$ cat src/rtl/dds_sched_pkg.sv
// Shared types and default widths for the DDS parameter scheduler.
// The command struct is sized from the package constants. The scheduler's
// width parameters must therefore keep their default values whenever this
// struct carries the commands.
package dds_sched_pkg;

  localparam int DDS_DEPTH  = 8;
  localparam int DDS_TS_W   = 48;
  localparam int DDS_FREQ_W = 48;
  localparam int DDS_PH_W   = 14;

  // One timestamped parameter command. 'sync' selects whether the fire time
  // is loaded into the timeoffset register.
  typedef struct packed {
    logic [DDS_TS_W-1:0]   ftime;
    logic [DDS_FREQ_W-1:0] freq;
    logic [DDS_PH_W-1:0]   phase;
    logic                  sync;
  } dds_cmd_t;

endpackage

$ cat src/rtl/dds_cmd_fifo.sv
// Synchronous command FIFO with a prefetched head register.
// The oldest command always sits in head_q when head_valid_o is set, so the
// consumer can compare its time combinationally every cycle. The remaining
// commands wait in a circular buffer behind the head.
//
// Ports:
//   clk, resetn   clock, synchronous active-low reset (control state only)
//   flush_i       empty the FIFO on the next edge; a same-cycle push is dropped
//   push_i        write push_data_i (the caller guarantees ready_o)
//   push_data_i   command to enqueue
//   pop_i         consume the head (the caller guarantees head_valid_o)
//   ready_o       occupancy below DEPTH
//   head_valid_o  head_o holds the oldest command
//   head_o        oldest command
//   level_o       total occupancy, including the head
module dds_cmd_fifo
  import dds_sched_pkg::*;
#(
  parameter int DEPTH = DDS_DEPTH
) (
  input  logic                   clk,
  input  logic                   resetn,
  input  logic                   flush_i,
  input  logic                   push_i,
  input  dds_cmd_t               push_data_i,
  input  logic                   pop_i,
  output logic                   ready_o,
  output logic                   head_valid_o,
  output dds_cmd_t               head_o,
  output logic [$clog2(DEPTH):0] level_o
);

  localparam int AW    = $clog2(DEPTH);
  localparam int LVL_W = AW + 1;

  dds_cmd_t             mem_q [DEPTH];
  dds_cmd_t             head_q;
  logic                 head_valid_q, head_valid_d;
  logic [AW-1:0]        wr_ptr_q, wr_ptr_d;
  logic [AW-1:0]        rd_ptr_q, rd_ptr_d;
  logic [LVL_W-1:0]     mem_cnt_q, mem_cnt_d;
  logic [LVL_W-1:0]     level;
  logic                 push_ok, head_take, mem_rd, bypass, mem_wr;

  always_comb begin
    push_ok   = push_i && !flush_i;
    // The head slot is free this cycle if it is empty or being consumed.
    head_take = !head_valid_q || pop_i;
    mem_rd    = head_take && (mem_cnt_q != '0);
    // Push into an empty buffer with a free head slot goes straight to the head.
    bypass    = head_take && (mem_cnt_q == '0) && push_ok;
    mem_wr    = push_ok && !bypass;

    wr_ptr_d     = wr_ptr_q + AW'(mem_wr);
    rd_ptr_d     = rd_ptr_q + AW'(mem_rd);
    mem_cnt_d    = mem_cnt_q + LVL_W'(mem_wr) - LVL_W'(mem_rd);
    head_valid_d = head_take ? (mem_rd || bypass) : 1'b1;

    if (flush_i) begin
      wr_ptr_d     = '0;
      rd_ptr_d     = '0;
      mem_cnt_d    = '0;
      head_valid_d = 1'b0;
    end
  end

  always_ff @(posedge clk) begin
    if (!resetn) begin
      wr_ptr_q     <= '0;
      rd_ptr_q     <= '0;
      mem_cnt_q    <= '0;
      head_valid_q <= 1'b0;
    end else begin
      wr_ptr_q     <= wr_ptr_d;
      rd_ptr_q     <= rd_ptr_d;
      mem_cnt_q    <= mem_cnt_d;
      head_valid_q <= head_valid_d;
    end
  end

  // Payload storage is qualified by the control state, so it needs no reset.
  always_ff @(posedge clk) begin
    if (!flush_i) begin
      if (mem_wr) mem_q[wr_ptr_q] <= push_data_i;
      if (mem_rd) head_q <= mem_q[rd_ptr_q];
      else if (bypass) head_q <= push_data_i;
    end
  end

  assign level        = LVL_W'(head_valid_q) + mem_cnt_q;
  assign level_o      = level;
  assign ready_o      = level < LVL_W'(DEPTH);
  assign head_valid_o = head_valid_q;
  assign head_o       = head_q;

endmodule

$ cat src/rtl/dds_param_scheduler.sv
// Timestamped parameter writer for the DDS phase datapath.
// This block owns the free-running timestamp and buffers commands in a FIFO.
// When a command's time has been reached, it applies the command's
// timeoffset, frequency and phase together on one edge.
//
// Ports:
//   clk, resetn      clock, synchronous active-low reset
//   run              timestamp counts and commands may fire
//   flush            empty the FIFO and clear late_err (outputs retained)
//   cmd_valid/ready  command handshake; cmd_ready = level < DEPTH
//   cmd_time/freq/phase/sync  command payload
//   timestamp        current time
//   timeoffset/freq/phase     applied parameters
//   upd              one-cycle pulse when new parameters first appear
//   late_err         sticky: a command fired after its time
//   level            FIFO occupancy
module dds_param_scheduler
  import dds_sched_pkg::*;
#(
  parameter int DEPTH  = DDS_DEPTH,
  parameter int TS_W   = DDS_TS_W,
  parameter int FREQ_W = DDS_FREQ_W,
  parameter int PH_W   = DDS_PH_W
) (
  input  logic                   clk,
  input  logic                   resetn,
  input  logic                   run,
  input  logic                   flush,
  input  logic                   cmd_valid,
  output logic                   cmd_ready,
  input  logic [TS_W-1:0]        cmd_time,
  input  logic [FREQ_W-1:0]      cmd_freq,
  input  logic [PH_W-1:0]        cmd_phase,
  input  logic                   cmd_sync,
  output logic [TS_W-1:0]        timestamp,
  output logic [TS_W-1:0]        timeoffset,
  output logic [FREQ_W-1:0]      freq,
  output logic [PH_W-1:0]        phase,
  output logic                   upd,
  output logic                   late_err,
  output logic [$clog2(DEPTH):0] level
);

  dds_cmd_t            push_cmd, head;
  logic                head_valid, push, fire;

  logic [TS_W-1:0]     ts_q, ts_d;
  logic [TS_W-1:0]     off_q, off_d;
  logic [FREQ_W-1:0]   freq_q, freq_d;
  logic [PH_W-1:0]     ph_q, ph_d;
  logic                upd_q, upd_d;
  logic                late_q, late_d;

  assign push_cmd = '{ftime: cmd_time, freq: cmd_freq, phase: cmd_phase, sync: cmd_sync};
  assign push     = cmd_valid && cmd_ready;

  dds_cmd_fifo #(
    .DEPTH (DEPTH)
  ) u_fifo (
    .clk          (clk),
    .resetn       (resetn),
    .flush_i      (flush),
    .push_i       (push),
    .push_data_i  (push_cmd),
    .pop_i        (fire),
    .ready_o      (cmd_ready),
    .head_valid_o (head_valid),
    .head_o       (head),
    .level_o      (level)
  );

  // Head compare stage: decide this cycle, apply on the next edge.
  always_comb begin
    // Plain unsigned compare. Times behind a wrap are treated as due.
    fire   = head_valid && run && (head.ftime <= ts_q);
    ts_d   = run ? ts_q + TS_W'(1) : ts_q;
    // Load the command time, not the current timestamp, so a late command
    // still lands phase-coherently.
    off_d  = (fire && head.sync) ? head.ftime : off_q;
    freq_d = fire ? head.freq : freq_q;
    ph_d   = fire ? head.phase : ph_q;
    upd_d  = fire;
    // A fire during flush still updates the outputs, but it is never flagged.
    late_d = flush ? 1'b0 : (late_q || (fire && (head.ftime < ts_q)));
  end

  // Output register stage.
  always_ff @(posedge clk) begin
    if (!resetn) begin
      ts_q   <= '0;
      off_q  <= '0;
      freq_q <= '0;
      ph_q   <= '0;
      upd_q  <= 1'b0;
      late_q <= 1'b0;
    end else begin
      ts_q   <= ts_d;
      off_q  <= off_d;
      freq_q <= freq_d;
      ph_q   <= ph_d;
      upd_q  <= upd_d;
      late_q <= late_d;
    end
  end

  assign timestamp  = ts_q;
  assign timeoffset = off_q;
  assign freq       = freq_q;
  assign phase      = ph_q;
  assign upd        = upd_q;
  assign late_err   = late_q;

endmodule

$ cat config.mk
export PLATFORM = sky130hd
export DESIGN_NAME = dds_param_scheduler
export DESIGN_NICKNAME = d
export VERILOG_FILES = /design/src/rtl/dds_sched_pkg.sv /design/src/rtl/dds_cmd_fifo.sv /design/src/rtl/dds_param_scheduler.sv
export SDC_FILE = /design/constraint.sdc
export NUM_CORES = 1
export LEC_CHECK = 0
export CAP_MARGIN = 20
export CORE_MARGIN = 2
export CORE_UTILIZATION = 35
export CTS_BUF_LIST = sky130_fd_sc_hd__clkbuf_8
export DETAILED_ROUTE_END_ITERATION = 6
export PLACE_DENSITY_LB_ADDON = 0.12
export SLEW_MARGIN = 30
export SYNTH_ARGS = -nofsm -noshare
export SYNTH_HDL_FRONTEND = slang
export SYNTH_SLANG_ARGS = --single-unit
$ cat constraint.sdc
create_clock -name clk -period 41.1 [get_ports clk]
set_clock_uncertainty 0.1 [all_clocks]
set_input_delay 6.165 -clock clk [delete_from_list [all_inputs] [get_ports clk]]
set_output_delay 6.165 -clock clk [all_outputs]
set_load 0.03 [all_outputs]
Yosys cells after proc, flatten, opt, wreduce, memory -nomap -nowiden:

Memory sizes are Yosys's and may differ from the RTL's. A register that Yosys moved wholly into a read port is not among the register bits.
Index checks and enable logic that the tools add are counted.

* add/subtract/negate cells: 6
* multiplexer cells: 7
* reductions and logical operators: 21
* bitwise operators: 2
* magnitude comparators: 3

Operators by type and width (number)
* 111-bit 2-to-1 mux: 2
* 48-bit by 1-bit adder with 48-bit output (second input constant): 1
* 48-bit less-or-equal comparator: 1
* 48-bit less-than comparator: 1
* 1-bit logical AND: 10
* 3-bit by 1-bit adder with 3-bit output: 2
* 1-bit by 4-bit adder with 4-bit output: 1
* 4-bit by 1-bit adder with 4-bit output: 1
* 4-bit logical NOT: 1
* 4-bit less-than comparator (second input constant): 1
* 1-bit 2-to-1 mux: 4
* 4-bit nonzero test: 1
* 4-bit by 1-bit subtractor with 4-bit output: 1
* 1-bit logical NOT: 3
* 1-bit logical OR: 3
* 3-bit 2-to-1 mux: 1
* 1-bit inverter: 2
* 2-bit AND reduction: 1
* 2-bit nonzero test: 1
* 2-bit OR reduction: 1

* output and inout bits: 165
* logic and storage cells: 54
* memories kept: 1
* memory bits (writable): 888
* bits of input ports: 116
* bits in registers: 282

Memories
* u_fifo.mem_q: depth 8, bits a word 111, read ports 1, clocked after memory_dff 1, write ports 1, line dds_cmd_fifo.sv:36 `dds_cmd_t mem_q [DEPTH];`

Longest topological paths before layout:

Gate-level depths: netlist of run 1.

* depth after elaboration: 10
* depth in mapped cells: 17
* depth with buffers taken out: 15

Modules after synthesis:

From an unflattened synthesis of run 1, not the netlist that was laid out.

* cell total of the unflattened synthesis: 3090
* area total of the unflattened synthesis: 46737.3 um2

By module, submodules not included
* dds_cmd_fifo: cells an instance 2200, sequential area each 30219.0 um2, times used 1, area an instance 38942.3 um2
* dds_param_scheduler: cells an instance 890, sequential area each 3203.1 um2, times used 1, area an instance 7795.0 um2

Worst setup path after synthesis of run 1:

Ideal clock, no wire load.

* kind: in2reg
* from: in run
* to: mem u_fifo.mem_q[2][0] in the netlist's numbering, enable pin
* path buffers: 0
* stages: 6
* arrival time: 18.200 ns
* path slack: 21.908 ns
* cells stage by stage: nand2_1 -> a211oi_1 -> and4_1 -> o211ai_2 -> a31oi_1 -> nor4b_1

* longest elaborated chain between the ends: 10

Ends and longest elaborated chain
* start, declared: line dds_param_scheduler.sv:27 `input logic run,`
* 1-bit logical AND (2 in a row): line dds_param_scheduler.sv:75 `fire = head_valid && run && (head.ftime <= ts_q);`
* 1-bit logical OR: line dds_cmd_fifo.sv:48 `head_take = !head_valid_q || pop_i;`
* 1-bit logical AND (2 in a row): line dds_cmd_fifo.sv:51 `bypass = head_take && (mem_cnt_q == '0) && push_ok;`
* 1-bit logical NOT: line dds_cmd_fifo.sv:52 `mem_wr = push_ok && !bypass;`
* 1-bit logical AND: line dds_cmd_fifo.sv:52
* 1-bit 2-to-1 mux: line dds_cmd_fifo.sv:84 `if (mem_wr) mem_q[wr_ptr_q] <= push_data_i;`
* 1-bit 2-to-1 mux: line dds_cmd_fifo.sv:83 `if (!flush_i) begin`
* 1-bit 2-to-1 mux (not written as such): line dds_cmd_fifo.sv:84
* end, declared: line dds_cmd_fifo.sv:36

No other way between the ends.

Worst setup path after layout of run 1:

* from: in run
* to: reg u_fifo.head_q (netlist bit u_fifo.head_o[26]), enable pin

* longest elaborated chain between the ends: 7
* elaborated cells on any way between the ends: 8
* classes of those cells: 8 x reduce/logical

Ends and longest elaborated chain
* 1-bit logical AND * (2 in a row): line dds_param_scheduler.sv:75
* 1-bit logical OR *: line dds_cmd_fifo.sv:48
* 1-bit logical AND (2 in a row): line dds_cmd_fifo.sv:51
* 2-bit nonzero test (no line) *
* 2-bit AND reduction (no line) *
* end signal, assigned: line dds_cmd_fifo.sv:85 `if (mem_rd) head_q <= mem_q[rd_ptr_q];`
* end signal, assigned: line dds_cmd_fifo.sv:86 `else if (bypass) head_q <= push_data_i;`
* end, declared: line dds_cmd_fifo.sv:37 `dds_cmd_t head_q;`

Every way passes the cells marked *; elsewhere a longest branch is shown, timed or not.
A chain may end at the register's enable or synchronous reset.

==> results.cfg, run 1 <==
[setup_path]
r2r_cells = 11
startpoint_type = input port
criticalPathCategory = input port to register
critical_path_required_ns = 41.52
crit_path_max_fanout = 45
arrival_ns = 9.75
r2r_slack_ns = 36.11
end_kind = register

[routing]
dr_total_vias = 24190
drt_iter0_markers = 1722
final_antenna_net_count = 0
dr.pass1.iters = 5
via_per_inst = 5.006
wl_per_cell_um = 24.35
drcViolationCount = 0
wl_um = 117600

[finish]
fin_nets = 3080
area_delta_synth_final_pct = 18.99
drive_above_1_share = 0.2549

[logic_synthesis]
yosys.area.top_type = edfxtp_1
ys.flop_type = edfxtp_1
yosys_warnings = 0
synth-edff-count = 999
avgSynthCellArea_um2 = 18.59
synthTopCellsByArea = edfxtp_1 (64%), mux4_2 (11%), dfxtp_1 (7.4%), mux2_2 (3.5%), mux2_4 (2.5%)
synthArstFlopShare = 0
synth_seq_cells = 1170
netlist_area_mm2 = 0.04652
synth.distinct_cells = 60
yosysSeqAreaShare = 0.7184
synth_nets = 2681
synth_top_cell_area_share = 0.6448
netlist_instances = 2503

[min_path]
hold_class = register to register
holdPathStages = 2

[job]
cap_violations = 0

[die]
dieWidth_um = 368.6
io_pins = 281
initial_core_util = 0.3534
die-area_mm2 = 0.1359
core.rowCount = 133
die_h_um = 368.6
core-area_mm2 = 0.1316

[sta]
hold_viol = 0
tns_ns = 0
period_minus_slack_ns = 9.331
worstMarginPinSlew_ns = 1.017
fmax_mhz = 107.2
slew_headroom = 0.3221
slew_viol_final = 0
fin_crit_sh = 0.2270
setup_viol = 0
rsz0062_at_grt = no
setup_slack_ns = 31.77

[global_route]
grt-ovfl-total = 0
grt_start_max_net_pins = 113
grt_use_total = 0.1734
grt_util_met1 = 0.2350
grt_pass1_vias = 26010
grt_pass1_wl_um = 173300
grt_use_met2 = 0.2821
globalRouteMet3Util = 0.03979
top_usage_layer = met2
antenna_found_initial = 17

[clock_tree]
cts-hold-fix-buffers = 0
cts_resized = 0
cts_root_buf = clkbuf_8
post_cts_buffers = 0
h-tree-depth = 4
ctsLongestPathBuffers = 3
cts_tree = built
clk_pin_slew_ns = 0.06
clkLatencyLatePin_ns = 0.91
clkSinkCount = 1170
cts_inserted_buffers = 195

[place]
place_congestion = 0.7688
io_buffers = 280
hpwlAfterDp_um = 68050
pre_cts_slack_ns = 30.58

[power]
peakVddDrop_mv = 0.1194
power.leakage_nw = 17.59
power_density_mw_per_mm2 = 55.54

[status]
status = completed
==> synth_stat cells (all sizes together), types with 2 or more instances <==
master,number
mux4,222
a21oi,90
and3,3
clkbuf,87
nand2b,4
nor3,13
dfxtp,171
or4,2
o21a,2
a21o,5
and4,4
mux2,222
or2,3
nor4b,2
nor2b,3
ha,61
and2,5
o221ai,2
o21ai,72
xnor2,45
buf,43
nor4,11
edfxtp,999
nand4,22
nand2,131
o211ai,2
inv,60
a21boi,2
or3,4
nor2,69
mux2i,49
nand3,77
nor4bb,3
xor2,2
==> where the power goes <==
group	leakage [nW]	total (mW)	switching, mW	internal, mW
Combinational	5.00	0.648	0.324	0.325
Sequential	10.4	1.44	0.0458	1.40
Clock	2.19	0.985	0.477	0.507
==> sequential cells by signal, summed over array words and instances (netlist names), 3 cells and up <==
signal            cells
timestamp            48
u_fifo.mem_cnt_q      4
u_fifo.rd_ptr_q       3
timeoffset           48
u_fifo.wr_ptr_q       3
phase                14
u_fifo.head_o       111
freq                 48
u_fifo.mem_q        888
==> metrics by stage <==
| stage | hold WS [ns] | std cells | area [um2] | power, mW | util |
|---|---|---|---|---|---|
| 6_report | 0.3546 | 4831 | 55360 | 3.074 | 0.4206 |
| 5_1_grt | 0.3722 | 4828 | 55350 | 3.221 | 0.4205 |
| 4_1_cts | 0.3592 | 4824 | 55260 | 3.126 | 0.4198 |
| 3_5_place_dp | 0.3465 | 4457 | 51500 | 2.125 | 0.3913 |
| 3_3_place_gp | 0.3427 | 4451 | 51330 | 2.113 | 0.3899 |
| 2_1_floorplan | 0.4082 | 2503 | 46520 | 1.966 | - |
==> routing by layer <==
| layer | routed length [um] | vias up |
|---|---|---|
| met5 | 90 | - |
| met4 | 1984 | 14 |
| met3 | 6375 | 183 |
| met2 | 56030 | 665 |
| met1 | 53150 | 12570 |
| li1 | - | 10750 |
==> path summary, 6_finish.rpt <==
kind / startpoint / to
worst min register to register: timeoffset[6] / timeoffset[6]
worst min-delay path: timeoffset[6] / timeoffset[6]
worst max register to register: timestamp[12] / u_fifo.mem_q[4][57]
worst max-delay path: run / u_fifo.head_o[26]
==> layout by cell type (no fill, tap or decap), types with 5 or more instances in the layout <==
cell type,count
clkbuf_8,218
ha_1,61
o21ai_0,71
and2_1,5
inv_1,130
nor3_1,11
buf_4,39
a21o_1,5
mux4_2,222
nand3_1,77
buf_16,8
clkinv_2,23
a21oi_1,90
dfxtp_1,168
nand4_1,21
xnor2_1,45
nor4_1,9
mux2i_1,49
nand2_1,131
mux2_4,79
clkdlybuf4s50_1,279
clkinv_1,40
mux2_2,143
edfxtp_1,999
nor2_1,65
==> area by class of cell <==
| type | count | area (um2) |
|---|---|---|
| tap | 1755 | 2196 |
| inverter | 60 | 227.7 |
| timing repair buffer | 332 | 3391 |
| sequential | 1170 | 33430 |
| clock inverter | 149 | 757.0 |
| multi-input combinational | 1143 | 12340 |
| fill | 11700 | 76270 |
| clock buffer | 218 | 3000 |
| antenna | 4 | 10.01 |
==> logic make-up (layout without fill, tap and decap cells) <==
family | count (synthesis) | in the layout | share of synthesized area
AOI/OAI and AO/OA | 182 | 182 | 0.02173
buffers and inverters | 190 | 759 | 0.01931
adders and majority gates | 62 | 62 | 0.01684
and+or+nand+nor | 359 | 359 | 0.03674
DFF | 1170 | 1170 | 0.7184
muxes | 493 | 493 | 0.1781
other | 0 | 4 | 0
xor gates and xnor gates | 47 | 47 | 0.008848
==> critical path: stages <==
cell and delay [ns]:
clkdlybuf4s50_1 0.71, nand2_1 0.14, a211oi_1 0.22, and4_1 0.29
o211ai_4 0.12, buf_4 0.28, and3_1 0.25, nor3_2 0.19
buf_4 0.66, buf_4 0.63
(Power assumes the default switching activity.)
==> run 2, diff against run 1 <==
==> constraint.sdc (replaced) <==
create_clock -name clk -period 8 [get_ports clk]
set_clock_uncertainty 0.1 [all_clocks]
set_input_delay 1.2 -clock clk [delete_from_list [all_inputs] [get_ports clk]]
set_output_delay 1.2 -clock clk [all_outputs]
set_load 0.03 [all_outputs]
==> run 2 against run 1 <==
  * Clock-buffer cell count up 3
  * Global-route usage down 0.35 points
  * Routed wire length down 1.6%
  * Worst hold slack about the same
  * Critical path type is now register to register
  * Clock power rose to 5.0 times the previous value
  * Via count down 0.12%
  * Critical path depth up 1
  * Worst setup slack worse by 28 ns
  * Critical endpoint is now u_fifo.head_o[59]
  * Non-clock buffer count down 10
  * Power rose to 5.1 times the previous value
  * Largest power group unchanged
==> results.cfg, run 2 (synthesized netlist as in run 1, its figures left out) <==
[sta]
hold_viol = 0
setup_slack_ns = 3.521
fin_crit_sh = 0.5599
fmax_mhz = 223.3
rsz0062_at_grt = no
setup_viol = 0
slew_viol_final = 0
worstMarginPinSlew_ns = 0.9877
period_minus_slack_ns = 4.479
slew_headroom = 0.3416
tns_ns = 0

[power]
p_comb_frac = 0.216
seqPwrFrac = 0.468
clkPwrFrac = 0.315
netSwitchingFraction = 0.2761
power_density_mw_per_mm2 = 284.0
switchingPower_mw = 4.334
peakVddDrop_mv = 0.4242
power.leakage_nw = 17.57
internal-power_mw = 11.36
p_total_mw = 15.70

[clock_tree]
cts_tree = built
ctsLongestPathBuffers = 3
clkSinkCount = 1170
h-tree-depth = 4
clk_pin_slew_ns = 0.06
cts_root_buf = clkbuf_8
cts-hold-fix-buffers = 0
cts_resized = 0
clkLatencyLatePin_ns = 0.90
post_cts_buffers = 0
cts_inserted_buffers = 198

[routing]
drt_iter0_markers = 1645
dr.pass1.iters = 7
drcViolationCount = 0
via_per_inst = 5.007
final_antenna_net_count = 0
dr_total_vias = 24160
wl_um = 115700
wl_per_cell_um = 23.99

[finish]
layout_commonest_cell = edfxtp_1
area_delta_synth_final_pct = 18.81
final_cell_mix = edfxtp_1 (999), clkdlybuf4s50_1 (279), mux4_2 (222)
max_flop_register = u_fifo.mem_q
stdcell_count = 4824
drive_above_1_share = 0.2507
fillers = 11740
largest_reg_flops = 888
fin_util = 0.4199
fin_nets = 3073

[job]
cap_violations = 0

[die]
die_h_um = 368.6
core.rowCount = 133
die-area_mm2 = 0.1359
initial_core_util = 0.3534
core-area_mm2 = 0.1316
io_pins = 281
dieWidth_um = 368.6

[setup_path]
max_stage_delay_ns = 0.69
end_kind = register
r2r_end = u_fifo.head_o[59]
arrival_ns = 4.91
cp_slowest_cell = nor3_4
path_delay_family = compound AO/OA/AOI/OAI gates
r2r_slack_ns = 3.52
path_buf_inv = 3
worstReg2RegStart = timestamp[5]
crit_top_cell = buf_4
critical_path_required_ns = 8.43
r2r_cells = 11
startpoint_type = register
criticalPathCategory = register to register
crit_path_max_fanout = 64
crit_chain = inv_1, ha_1, a21oi_1, o21a_1, o221ai_2, a2111oi_4, o211ai_4, buf_4, and3_1, nor3_4, buf_4

[global_route]
grt-ovfl-total = 0
grt_pass1_vias = 25790
grt_start_max_net_pins = 127
antenna_found_initial = 18
grt_use_total = 0.1699
grt_pass1_wl_um = 170500

[min_path]
hold_class = register to register
hold_start = timeoffset[41]
holdPathStages = 2
min_to = timeoffset[41]

[place]
io_buffers = 280
placed_cells = 4450
place_congestion = 0.7582
pre_cts_slack_ns = 2.688
hpwlAfterDp_um = 66580

[status]
status = completed
==> run 2: metal layers <==
metal  share of wire  vias to the layer above  global-route usage
met5          0.0011                        -                   0
met3           0.055                      191             0.03951
li1                -                    10720                   -
met4           0.020                       20             0.05094
met1            0.46                    12600              0.2342
met2            0.47                      623              0.2677
==> run 2: power groups by stage <==
| stage | sequential (mW) | combinational (mW) | clock, mW |
|---|---|---|---|
| floorplan | 7.48 | 2.57 | 0 |
| global route | 7.39 | 3.66 | 5.39 |
| detailed placement | 7.48 | 3.47 | 0 |
| global placement | 7.50 | 3.40 | 0 |
| finish | 7.35 | 3.40 | 4.95 |
| CTS | 7.36 | 3.48 | 5.13 |
==> run 2: how the worst max path moves through the flow <==
| stage | endpoint | startpoint | slack (ns) | cells past startpoint |
|---|---|---|---|---|
| after floorplan | u_fifo.mem_q[3][0] | timestamp[13] | -1.40 | 9 |
| after global placement | u_fifo.head_o[50] | run | 2.78 | 9 |
| after detailed placement | u_fifo.head_o[51] | run | 2.69 | 9 |
| after CTS | u_fifo.head_o[31] | timestamp[5] | 3.30 | 11 |
| after global routing | u_fifo.head_o[30] | timestamp[17] | 3.19 | 11 |
| final | u_fifo.head_o[59] | timestamp[5] | 3.52 | 11 |
==> run 2: area by class of cell <==
cell class | instances | area (um2) | area share
multi-input combinational | 1143 | 12380 | 0.2240
timing repair buffer | 322 | 3324 | 0.06015
tap | 1755 | 2196 | 0.03973
clock inverter | 148 | 658.1 | 0.01191
antenna | 5 | 12.51 | 0.0002264
sequential | 1170 | 33430 | 0.6049
clock buffer | 221 | 3042 | 0.05503
inverter | 60 | 227.7 | 0.004120
==> run 2: worst reg2reg max path, stage by stage (launching register included) <==
cell       delay [ns]
dfxtp_1          0.40
inv_1            0.09
ha_1             0.31
a21oi_1          0.18
o21a_1           0.14
o221ai_2         0.13
a2111oi_4        0.57
o211ai_4         0.24
buf_4            0.35
and3_1           0.35
nor3_4           0.69
buf_4            0.54
==> run 2: through the flow <==
step / area, um2 / hold WS (ns)
2_1_floorplan: 46560 / 0.4082
3_3_place_gp: 51440 / 0.3431
3_5_place_dp: 51550 / 0.3485
4_1_cts: 55250 / 0.3602
5_1_grt: 55270 / 0.3815
6_report: 55270 / 0.3548
